<file path="config.mk">
export PLATFORM = sky130hd
export DESIGN_NAME = nibble_serial_adder
export DESIGN_NICKNAME = d
export VERILOG_FILES = /design/src/rtl/nibble_serial_adder.sv
export SDC_FILE = /design/constraint.sdc
export NUM_CORES = 1
export LEC_CHECK = 0
export CAP_MARGIN = 30
export CORE_UTILIZATION = 40
export CTS_CLUSTER_DIAMETER = 30
export DETAILED_ROUTE_END_ITERATION = 8
export GPL_ROUTABILITY_DRIVEN = 1
export GPL_TIMING_DRIVEN = 0
export MAX_ROUTING_LAYER = met4
export PLACE_DENSITY = 0.65
export SLEW_MARGIN = 20
export SYNTH_ARGS = -nofsm -noshare
export SYNTH_HDL_FRONTEND = slang
export SYNTH_SLANG_ARGS = --single-unit
</file>
<file path="constraint.sdc">
create_clock -name Clk -period 3.3 [get_ports Clk]
set_clock_uncertainty 0.2 [all_clocks]
set_input_delay 0.66 -clock Clk [delete_from_list [all_inputs] [get_ports Clk]]
set_output_delay 0.66 -clock Clk [all_outputs]
set_load 0.02 [all_outputs]
</file>
<file path="src/rtl/nibble_serial_adder.sv">
// Multi-cycle WIDTH-bit add/subtract unit: one shared 4-bit carry-lookahead slice,
// one nibble per clock (LSB first) with the ripple carry held in a register.

module cla4 (
   input  logic [3:0] a,
   input  logic [3:0] b,
   input  logic       ci,
   output logic [3:0] s,
   output logic       co
);
   logic [3:0] g;
   logic [3:0] p;
   logic [4:0] c;

   assign g    = a & b;
   assign p    = a ^ b;
   assign c[0] = ci;
   assign c[1] = g[0] | (p[0] & ci);
   assign c[2] = g[1] | (p[1] & g[0]) | (p[1] & p[0] & ci);
   assign c[3] = g[2] | (p[2] & g[1]) | (p[2] & p[1] & g[0]) | (p[2] & p[1] & p[0] & ci);
   assign c[4] = g[3] | (p[3] & g[2]) | (p[3] & p[2] & g[1]) | (p[3] & p[2] & p[1] & g[0])
               | (p[3] & p[2] & p[1] & p[0] & ci);
   assign s    = p ^ c[3:0];
   assign co   = c[4];
endmodule

module nibble_serial_adder #(
   parameter int unsigned WIDTH = 16
) (
   input  logic             Clk,
   input  logic             Reset,
   input  logic             Start,
   input  logic             Sub,
   input  logic             Cin,
   input  logic [WIDTH-1:0] A,
   input  logic [WIDTH-1:0] B,
   output logic             Busy,
   output logic             Done,
   output logic [WIDTH-1:0] Sum,
   output logic             Cout,
   output logic             Overflow
);
   localparam int unsigned N  = WIDTH / 4;
   localparam int unsigned KW = (N > 1) ? $clog2(N) : 1;

   localparam logic [1:0] S_IDLE = 2'd0;
   localparam logic [1:0] S_RUN  = 2'd1;
   localparam logic [1:0] S_DONE = 2'd2;

   logic [1:0]       state;
   logic [1:0]       state_nxt;
   logic [KW-1:0]    k;
   logic             carry;
   logic [WIDTH-1:0] opa;
   logic [WIDTH-1:0] opb;
   logic [3:0]       nib_a;
   logic [3:0]       nib_b;
   logic [3:0]       nib_s;
   logic             nib_co;
   logic             last;

   // Operand-nibble select for the current index
   always_comb begin
      nib_a = '0;
      nib_b = '0;
      for (int i = 0; i < N; i++) begin
         if (k == KW'(i)) begin
            nib_a = opa[4*i +: 4];
            nib_b = opb[4*i +: 4];
         end
      end
   end

   assign last = (k == KW'(N - 1));

   cla4 u_cla4 (
      .a  (nib_a),
      .b  (nib_b),
      .ci (carry),
      .s  (nib_s),
      .co (nib_co)
   );

   always_ff @(posedge Clk or posedge Reset) begin
      if (Reset) state <= S_IDLE;
      else       state <= state_nxt;
   end

   always_comb begin
      state_nxt = state;
      case (state)
         S_IDLE:  if (Start) state_nxt = S_RUN;
         S_RUN:   if (last)  state_nxt = S_DONE;
         S_DONE:  state_nxt = S_IDLE;
         default: state_nxt = S_IDLE;
      endcase
   end

   assign Busy = (state == S_RUN);
   assign Done = (state == S_DONE);

   // Operand latch, carry chain and result assembly
   always_ff @(posedge Clk or posedge Reset) begin
      if (Reset) begin
         opa      <= '0;
         opb      <= '0;
         carry    <= 1'b0;
         k        <= '0;
         Sum      <= '0;
         Cout     <= 1'b0;
         Overflow <= 1'b0;
      end else begin
         case (state)
            S_IDLE: begin
               if (Start) begin
                  opa   <= A;
                  opb   <= Sub ? ~B : B;
                  carry <= Sub ? 1'b1 : Cin;
                  k     <= '0;
               end
            end
            S_RUN: begin
               for (int i = 0; i < N; i++) begin
                  if (k == KW'(i)) Sum[4*i +: 4] <= nib_s;
               end
               carry <= nib_co;
               if (last) begin
                  Cout     <= nib_co;
                  Overflow <= (opa[WIDTH-1] == opb[WIDTH-1]) && (nib_s[3] != opa[WIDTH-1]);
                  k        <= '0;
               end else begin
                  k <= k + KW'(1);
               end
            end
            default: ;
         endcase
      end
   end
endmodule

</file>
==> results of run 1 <==
[layout make-up]
type / instances / area [um2]
clock inverters: 1 / 8.758
plain buffers: 12 / 55.05
fillers: 608 / 2978
repair buffers: 55 / 550.5
multi-input cells: 185 / 1214
inverters: 5 / 21.27
flip-flops and latches: 55 / 1376
clock buffers: 7 / 86.33
well taps: 77 / 96.34
[metal layers]
layer | track usage | wire (um) | vias up
met5 | - | 0 | -
met4 | 0.04622 | 68 | 0
met2 | 0.2943 | 2721 | 53
met1 | 0.2428 | 2637 | 945
li1 | - | - | 1003
met3 | 0.03759 | 264 | 8
[worst min path at each step]
| stage | start | endpoint | cells after the start |
|---|---|---|---|
| after floorplan | opa[4] | opa[4] | 1 |
| after global placement | Sum[10] | Sum[10] | 2 |
| after detailed placement | Sum[13] | Sum[13] | 2 |
| after CTS | Sum[13] | Sum[13] | 2 |
| after global routing | Sum[15] | Sum[15] | 2 |
| final | Sum[13] | Sum[13] | 2 |
[sequential cells by signal, indices dropped and copies added (netlist names)]
register and cells:
Sum 16, opa 16, opb 16, k 2, state 2, Cout 1, Overflow 1, carry 1
[power breakdown]
part | total (mW) | internal, mW | switching [mW]
clock network | 0.389 | 0.172 | 0.217
logic | 2.11 | 0.951 | 1.16
registers | 1.21 | 1.01 | 0.197
[cell usage in the layout (no fill, tap or decap), types with 4 or more instances in the layout]
master,n
o21ai_1,5
mux2_2,20
inv_1,4
o21ai_0,16
a21oi_1,34
clkbuf_1,5
nand3b_1,9
clkbuf_8,6
clkdlybuf4s50_1,55
dfrtp_1,55
nor2_1,19
xnor2_1,17
buf_2,7
nand2_1,35
ha_1,6
[through the flow]
stage / hold slack [ns] / util / area, um2
final: 0.2846 / 0.5337 / 3408
after global placement: 0.2609 / 0.5178 / 3307
after detailed placement: 0.2732 / 0.5182 / 3309
after floorplan: 0.2805 / - / 2660
after global routing: 0.3133 / 0.5337 / 3408
after CTS: 0.2945 / 0.5323 / 3400
[critical path, stage by stage, from the launching register on]
cell      delay, ns
dfrtp_1        0.42
inv_1          0.09
ha_2           0.23
buf_2          0.20
nand3b_1       0.17
a21oi_1        0.16
a21oi_1        0.06
o21ai_1        0.26
ha_1           0.31
a21o_1         0.18
and4_4         0.20
or3_4          0.42
o211ai_1       0.17
[cell families (layout without fill, tap and decap cells)]
logic type,after synthesis,after routing
flops,55,55
compound gates,66,66
xor+xnor,18,18
mux,20,20
buf+inv,19,80
fa+ha+maj,9,9
simple gates,72,72
==> reports/results.ini, run 1 <==
[yosys]
synthTopCellsByArea=dfrtp_1 52%, mux2_2 8.5%, a21oi_1 6.4%
yosysTopAreaCell=dfrtp_1
yosysMostFrequentCell=dfrtp_1
synthAdderAreaFrac=0.04516
synth_xor_area_frac=0.05927
syn_area_mm2=0.002660
syn_nets=305
synth_cells=259
synth_cell_types=31
ys_ff_latch=55
synth_compound_area_frac=0.1345
synth_edf_count=0
ys_seq_area_frac=0.5174
synth-async-reset-ratio=1.000
ys.flop_type=dfrtp_1
synth-warning-count=0
synthDominantCellAreaShare=0.5174
netlist_top_cells_count=55 x dfrtp_1, 35 x nand2_1, 34 x a21oi_1, 20 x mux2_2, 19 x nor2_1
synthSimpleGateAreaFrac=0.1294
synth_top_family_by_area=compound AO/OA/AOI/OAI gates
syn_area_per_cell_um2=10.27
synthMuxAreaShare=0.08467

[die]
rows=29
core_area_mm2=0.006386
dieArea_mm2=0.006981
die_y_um=83.55
fp.dieW_um=83.55
floorplan.initialDensity=0.4165
boundaryPins=57

[cells_and_area]
diodes=0
fin_cells=397
drive_gt1_frac=0.1344
areaGrowthSynthToFinish_pct=28.13
final_nets=365

[worst_setup_path]
worstSetupStartpointType=register
r2r-start=k[1]
worst-r2r-setup-slack_ns=0.16
cp_data_arrival_time_ns=3.17
crit_start=k[1]
end_kind=register
ff2ff_path_depth=12
critPathMaxFanout=10
critical_path.endpoint=Overflow
cp.required_ns=3.33
worstSetupPathType=register to register
r2r-end=Overflow

[detailed_routing]
viasPerCell=5.060
first_iter_violations=99
dr.pass1.iters=4
routed_wl_mm=5.692
vias=2009
wl_per_cell_um=14.34
drc=0
ant_nets=0

[sta]
max_slew_margin=0.5546
post-route-min-period_ns=3.136
fin_ws_ns=0.1638
setup_viol=0
setup_tns_ns=0
drv_slew=0
finalHoldViolCount=0
max_freq_mhz=318.9
rsz0062_at_grt=false
tightest_slew_ns=0.6681
fin_crit_sh=0.9504

[global_route]
grt_max_degree=56
antenna_found_initial=0
track_usage=0.1844
grt_pass1_wl_mm=9.977
globalRoute.totalOverflow=0
first_global_vias=2089

[flow_run]
max_cap_viol_count=0

[placed_design]
portBuffers=55
placed_cells=391
dp_slack_ns=-0.2391
globalplace.congestion=0.7774
dpl.hpwl_mm=4.232

[clock_tree]
cts-root-buf=clkbuf_8
cts_tree=built
clock-sinks=55
clk_pin_slew_ns=0.09
cts_buffers=5
postCtsSetupRepairBufs=0
cts_hold_buf=0
htree_levels=2
clkLatencyLatePin_ns=0.31
ctsResizeCount=4
clock_path_buffers=2

[status]
status=finished clean

[worst_hold_path]
worstHoldPathType=register to register

[power_and_ir_drop]
power_density_mw_per_mm2=1088
p_leak_nw=1.409
power.total_mw=3.709
ir_worst_vdd_mv=0.6799

Note: power is estimated with default switching activity, not from simulation.
==> run 2: changes to the inputs <==
--- a/config.mk
+++ b/config.mk
@@ -6,13 +6,14 @@
 export NUM_CORES = 1
 export LEC_CHECK = 0
 export CAP_MARGIN = 30
-export CORE_UTILIZATION = 40
+export CORE_MARGIN = 8
+export CORE_UTILIZATION = 51
 export CTS_CLUSTER_DIAMETER = 30
 export DETAILED_ROUTE_END_ITERATION = 8
 export GPL_ROUTABILITY_DRIVEN = 1
 export GPL_TIMING_DRIVEN = 0
 export MAX_ROUTING_LAYER = met4
-export PLACE_DENSITY = 0.65
+export PLACE_DENSITY = 0.8
 export SLEW_MARGIN = 20
 export SYNTH_ARGS = -nofsm -noshare
 export SYNTH_HDL_FRONTEND = slang
==> run 2 against run 1 <==
Count of clock-buffer cells in the layout fell by 1. Global-route usage fell by 2.0 points. Critical path depth did not move. Sequential power barely moved. Non-clock buffer count did not move. First-iteration DRC count rose by 73%. Largest cell class unchanged.
==> reports/results.ini, run 2 (synthesis gave the netlist of run 1 again) <==
[status]
status=finished clean

[cells_and_area]
fin_cells=390
reg_top3=Sum: 16 flops, opa: 16 flops, opb: 16 flops
seqCellArea_mm2=0.001376
fin_area_mm2=0.003386
fin_util=0.6672
final_cell_mix=55 x dfrtp_1, 55 x clkdlybuf4s50_1, 35 x nand2_1
nFillCells=432
drive_gt1_frac=0.1313
multi_input_area_mm2=0.001210
final_nets=365
areaGrowthSynthToFinish_pct=27.28
diodes=0

[worst_setup_path]
worstSetupStartpointType=register
cp_data_arrival_time_ns=3.17
r2r-start=k[1]
critPathMaxFanout=10
worst-r2r-setup-slack_ns=0.16
critical_path.endpoint=Overflow
r2r-end=Overflow
cp.required_ns=3.33
crit_start=k[1]
end_kind=register
ff2ff_path_depth=12
worstSetupPathType=register to register

[power_and_ir_drop]
p_sw_frac=0.4299
pwr-share-seq=0.328
ir_worst_vdd_mv=0.4975
switchingPower_mw=1.591
p_leak_nw=1.400
power_frac_clock=0.098
comb_power_share=0.575
p_int_mw=2.109
power_density_mw_per_mm2=1093

[die]
dieArea_mm2=0.007783
rows=26
fp.dieW_um=88.22
core_area_mm2=0.005075
floorplan.initialDensity=0.5242
boundaryPins=57
die_y_um=88.22

[clock_tree]
cts_tree=built
cts_buffers=5
htree_levels=2
cts_hold_buf=0
postCtsSetupRepairBufs=0
clock_path_buffers=2
cts-root-buf=clkbuf_8
clkLatencyLatePin_ns=0.31
clk_pin_slew_ns=0.09
clock-sinks=55

[worst_hold_path]
worstHoldPathType=register to register
hold_path_depth=2
hp-start=Cout

[sta]
worst_hold_slack_ns=0.2845
max_slew_margin=0.5683
fin_crit_sh=0.9507
rsz0062_at_grt=false
setup_viol=0
drv_slew=0
tightest_slew_ns=0.6475
max_freq_mhz=318.8
setup_tns_ns=0
post-route-min-period_ns=3.137
finalHoldViolCount=0

[global_route]
antenna_found_initial=0
grt_pass1_wl_mm=9.763
grt_max_degree=56
track_usage=0.1642
first_global_vias=2064
globalRoute.totalOverflow=0

[detailed_routing]
dr.pass1.iters=4
drc=0
wl_per_cell_um=15.22
viasPerCell=5.177
first_iter_violations=171
vias=2019
ant_nets=0
routed_wl_mm=5.934

[placed_design]
placed_cells=384
portBuffers=55
globalplace.congestion=0.8062
dpl_cell_area_mm2=0.003301
dpl.hpwl_mm=4.375

[flow_run]
max_cap_viol_count=0

-- run 2: cell count changes in the layout (fill, tap and decap cells not counted) --
cell        change
buf_2           -1
clkbuf_2        +1
clkbuf_8        -1
clkinv_2        +1
clkinv_4        -1
clkinvlp_4      +1
o21ai_1         +1
o21ai_2         -1
-- run 2: metrics by stage --
| step | power (mW) | setup WS [ns] |
|---|---|---|
| floorplan | 2.628 | 0.3109 |
| global route | 4.003 | 0.02722 |
| global placement | 3.247 | -0.1227 |
| detailed placement | 3.329 | -0.2248 |
| finish | 3.700 | 0.1628 |
| CTS | 3.699 | 0.01440 |
-- run 2: power by group through the flow --
stage	clock network (mW)	registers (mW)	logic (mW)
finish	0.361	1.21	2.13
global route	0.395	1.26	2.35
CTS	0.366	1.21	2.12
detailed placement	0	1.23	2.10
global placement	0	1.21	2.04
floorplan	0	1.31	1.32
-- run 2: layout make-up --
cell class	count	area share
sequential	55	0.4065
multi-input combinational	185	0.3574
timing repair buffer	55	0.1626
tap	70	0.02587
clock buffer	6	0.02143
buffer	12	0.01626
inverter	5	0.006282
clock inverter	2	0.003695
-- run 2: worst min path at each step --
| stage | end |
|---|---|
| final | Cout |
| after floorplan | opa[4] |
| after detailed placement | Sum[14] |
| after global routing | Sum[6] |
| after global placement | Sum[14] |
| after CTS | Sum[14] |
-- run 2: critical path, cell delays in order, from the launching register on --
cell      delay, ns
dfrtp_1        0.41
inv_1          0.08
ha_2           0.23
clkbuf_2       0.21
nand3b_1       0.19
a21oi_1        0.16
a21oi_1        0.06
o21ai_1        0.23
ha_1           0.30
a21o_1         0.18
and4_4         0.19
or3_4          0.42
o211ai_1       0.19
-- run 2: metal layers --
layer,routed length [um],part of all wire,vias to the layer above,track usage
li1,-,-,998,-
met1,2723,0.46,959,0.2000
met2,2857,0.48,56,0.2729
met3,304,0.051,6,0.03714
met4,48,0.0081,0,0.03226
met5,0,0,-,-
-- run 2: repair_timing --
item / in CTS / in global routing
gates cloned: 0 / 0
gates resized for setup: 3 / 3
setup endpoints to repair: 11 / 11
==> run 3: changes to the inputs <==
--- a/config.mk
+++ b/config.mk
@@ -14,7 +14,7 @@
 export GPL_TIMING_DRIVEN = 0
 export MAX_ROUTING_LAYER = met4
 export PLACE_DENSITY = 0.8
-export SLEW_MARGIN = 20
+export SLEW_MARGIN = 30
 export SYNTH_ARGS = -nofsm -noshare
 export SYNTH_HDL_FRONTEND = slang
 export SYNTH_SLANG_ARGS = --single-unit
==> run 3 against run 2 <==
Combinational power about the same. Die area unchanged. Count of clock-buffer cells in the layout unchanged. First-iteration DRC count is 25% lower. Critical path depth unchanged. Wire length shrank 0.22%. Hold slack better by 0.00059 ns. Register-to-register slack hardly changed. Utilization grew 0.39 points. Largest cell class unchanged. Largest power group unchanged.
==> reports/results.ini, run 3 (synthesis gave the netlist of run 1 again) <==
[status]
status=finished clean

[placed_design]
placed_cells=385
dpl_cell_area_mm2=0.003321
dpl.hpwl_mm=4.511
dp_slack_ns=-0.2114
portBuffers=55
globalplace.congestion=0.8062

[cells_and_area]
nFillCells=409
drive_gt1_frac=0.1340
reg_top3=Sum: 16 flops, opa: 16 flops, opb: 16 flops
fin_cells=391
multi_input_area_mm2=0.001210
diodes=0
areaGrowthSynthToFinish_pct=28.03
final_nets=366
fin_area_mm2=0.003406
seqCellArea_mm2=0.001376
final_cell_mix=55 x dfrtp_1, 55 x clkdlybuf4s50_1, 35 x nand2_1

[die]
floorplan.initialDensity=0.5242
dieArea_mm2=0.007783
rows=26
core_area_mm2=0.005075
die_y_um=88.22
fp.dieW_um=88.22
boundaryPins=57

[global_route]
track_usage=0.1671
grt_max_degree=30
grt_pass1_wl_mm=9.915
use_met1=0.2087
globalRoute.totalOverflow=0
antenna_found_initial=0
grtUsageMet2=0.2729
grt_util_met3=0.03343
grt-busiest-layer=met2
first_global_vias=2091

[power_and_ir_drop]
ir_worst_vdd_mv=0.4889
power.total_mw=3.702
switchingPower_mw=1.590
p_int_mw=2.112
power_frac_clock=0.097
p_leak_nw=1.410
p_sw_frac=0.4295
pwr-share-seq=0.327
comb_power_share=0.576
power_density_mw_per_mm2=1087

[clock_tree]
clock_path_buffers=2
cts_buffers=5
cts_tree=built
clkLatencyLatePin_ns=0.30
clk_pin_slew_ns=0.10
cts-root-buf=clkbuf_8
clock-sinks=55
postCtsSetupRepairBufs=0
htree_levels=2

[worst_setup_path]
r2r-start=k[1]
ff2ff_path_depth=12
worstSetupStartpointType=register
cp_data_arrival_time_ns=3.16
r2r-end=Overflow
worstSetupPathType=register to register
worst-r2r-setup-slack_ns=0.17
critical_path.endpoint=Overflow
end_kind=register
cp.required_ns=3.33
crit_start=k[1]
critPathMaxFanout=10

[sta]
rsz0062_at_grt=false
setup_tns_ns=0
fin_ws_ns=0.1689
post-route-min-period_ns=3.131
max_freq_mhz=319.4
max_slew_margin=0.7046
finalHoldViolCount=0
fin_crit_sh=0.9488
setup_viol=0
drv_slew=0
tightest_slew_ns=0.4431

[detailed_routing]
routed_wl_mm=5.921
wl_per_cell_um=15.14
drc=0
vias=2059
dr.pass1.iters=4
viasPerCell=5.266
ant_nets=0
first_iter_violations=129

[worst_hold_path]
hp-start=Cout
worstHoldPathType=register to register

[flow_run]
max_cap_viol_count=0

## run 3: per-layer routing
layer | up-vias | wire, um
li1 | 1004 | -
met1 | 985 | 2658
met2 | 64 | 2895
met3 | 6 | 318
met4 | 0 | 48
met5 | - | 0
## run 3: cell type report
class,instances,area share
Tap cell,70,0.02572
Timing Repair Buffer,56,0.1675
Inverter,5,0.006245
Buffer,12,0.01616
Sequential cell,55,0.4041
Multi-Input combinational cell,185,0.3553
Clock buffer,6,0.02131
Clock inverter,2,0.003674
## run 3: power groups by stage
stage	sequential, mW	combinational (mW)	clock, mW
CTS	1.21	2.13	0.368
global placement	1.21	2.04	0
global route	1.26	2.37	0.398
finish	1.21	2.13	0.359
detailed placement	1.23	2.11	0
floorplan	1.31	1.32	0
## run 3: through the flow
stage,hold slack [ns],utilization
CTS,0.2920,0.6701
detailed placement,0.2700,0.6543
finish,0.2851,0.6711
global route,0.3150,0.6711
global placement,0.2602,0.6499
floorplan,0.2805,-
## run 3: worst min path at each step
stage / endpoint / slack [ns] / depth (start not counted)
after CTS: Sum[14] / 0.29 / 2
final: Cout / 0.29 / 2
after detailed placement: Sum[14] / 0.27 / 2
after global routing: Sum[3] / 0.32 / 2
after floorplan: opa[4] / 0.28 / 1
after global placement: Sum[14] / 0.26 / 2
## run 3: critical path: stages (launching register included)
cell	delay (ns)
dfrtp_1	0.41
inv_1	0.08
ha_2	0.23
clkbuf_2	0.22
nand3b_1	0.19
a21oi_1	0.16
a21oi_1	0.06
o21ai_1	0.23
ha_1	0.30
a21o_1	0.18
and4_4	0.19
or3_4	0.42
o211ai_1	0.19
## run 3: repair_timing
| item | in CTS | in global routing |
|---|---|---|
| hold buffers | 0 | 0 |
| gates resized for setup | 3 | 3 |
| cloned | 0 | 0 |
| pin swaps | 0 | 0 |
| endpoints found under the setup margin | 11 | 11 |
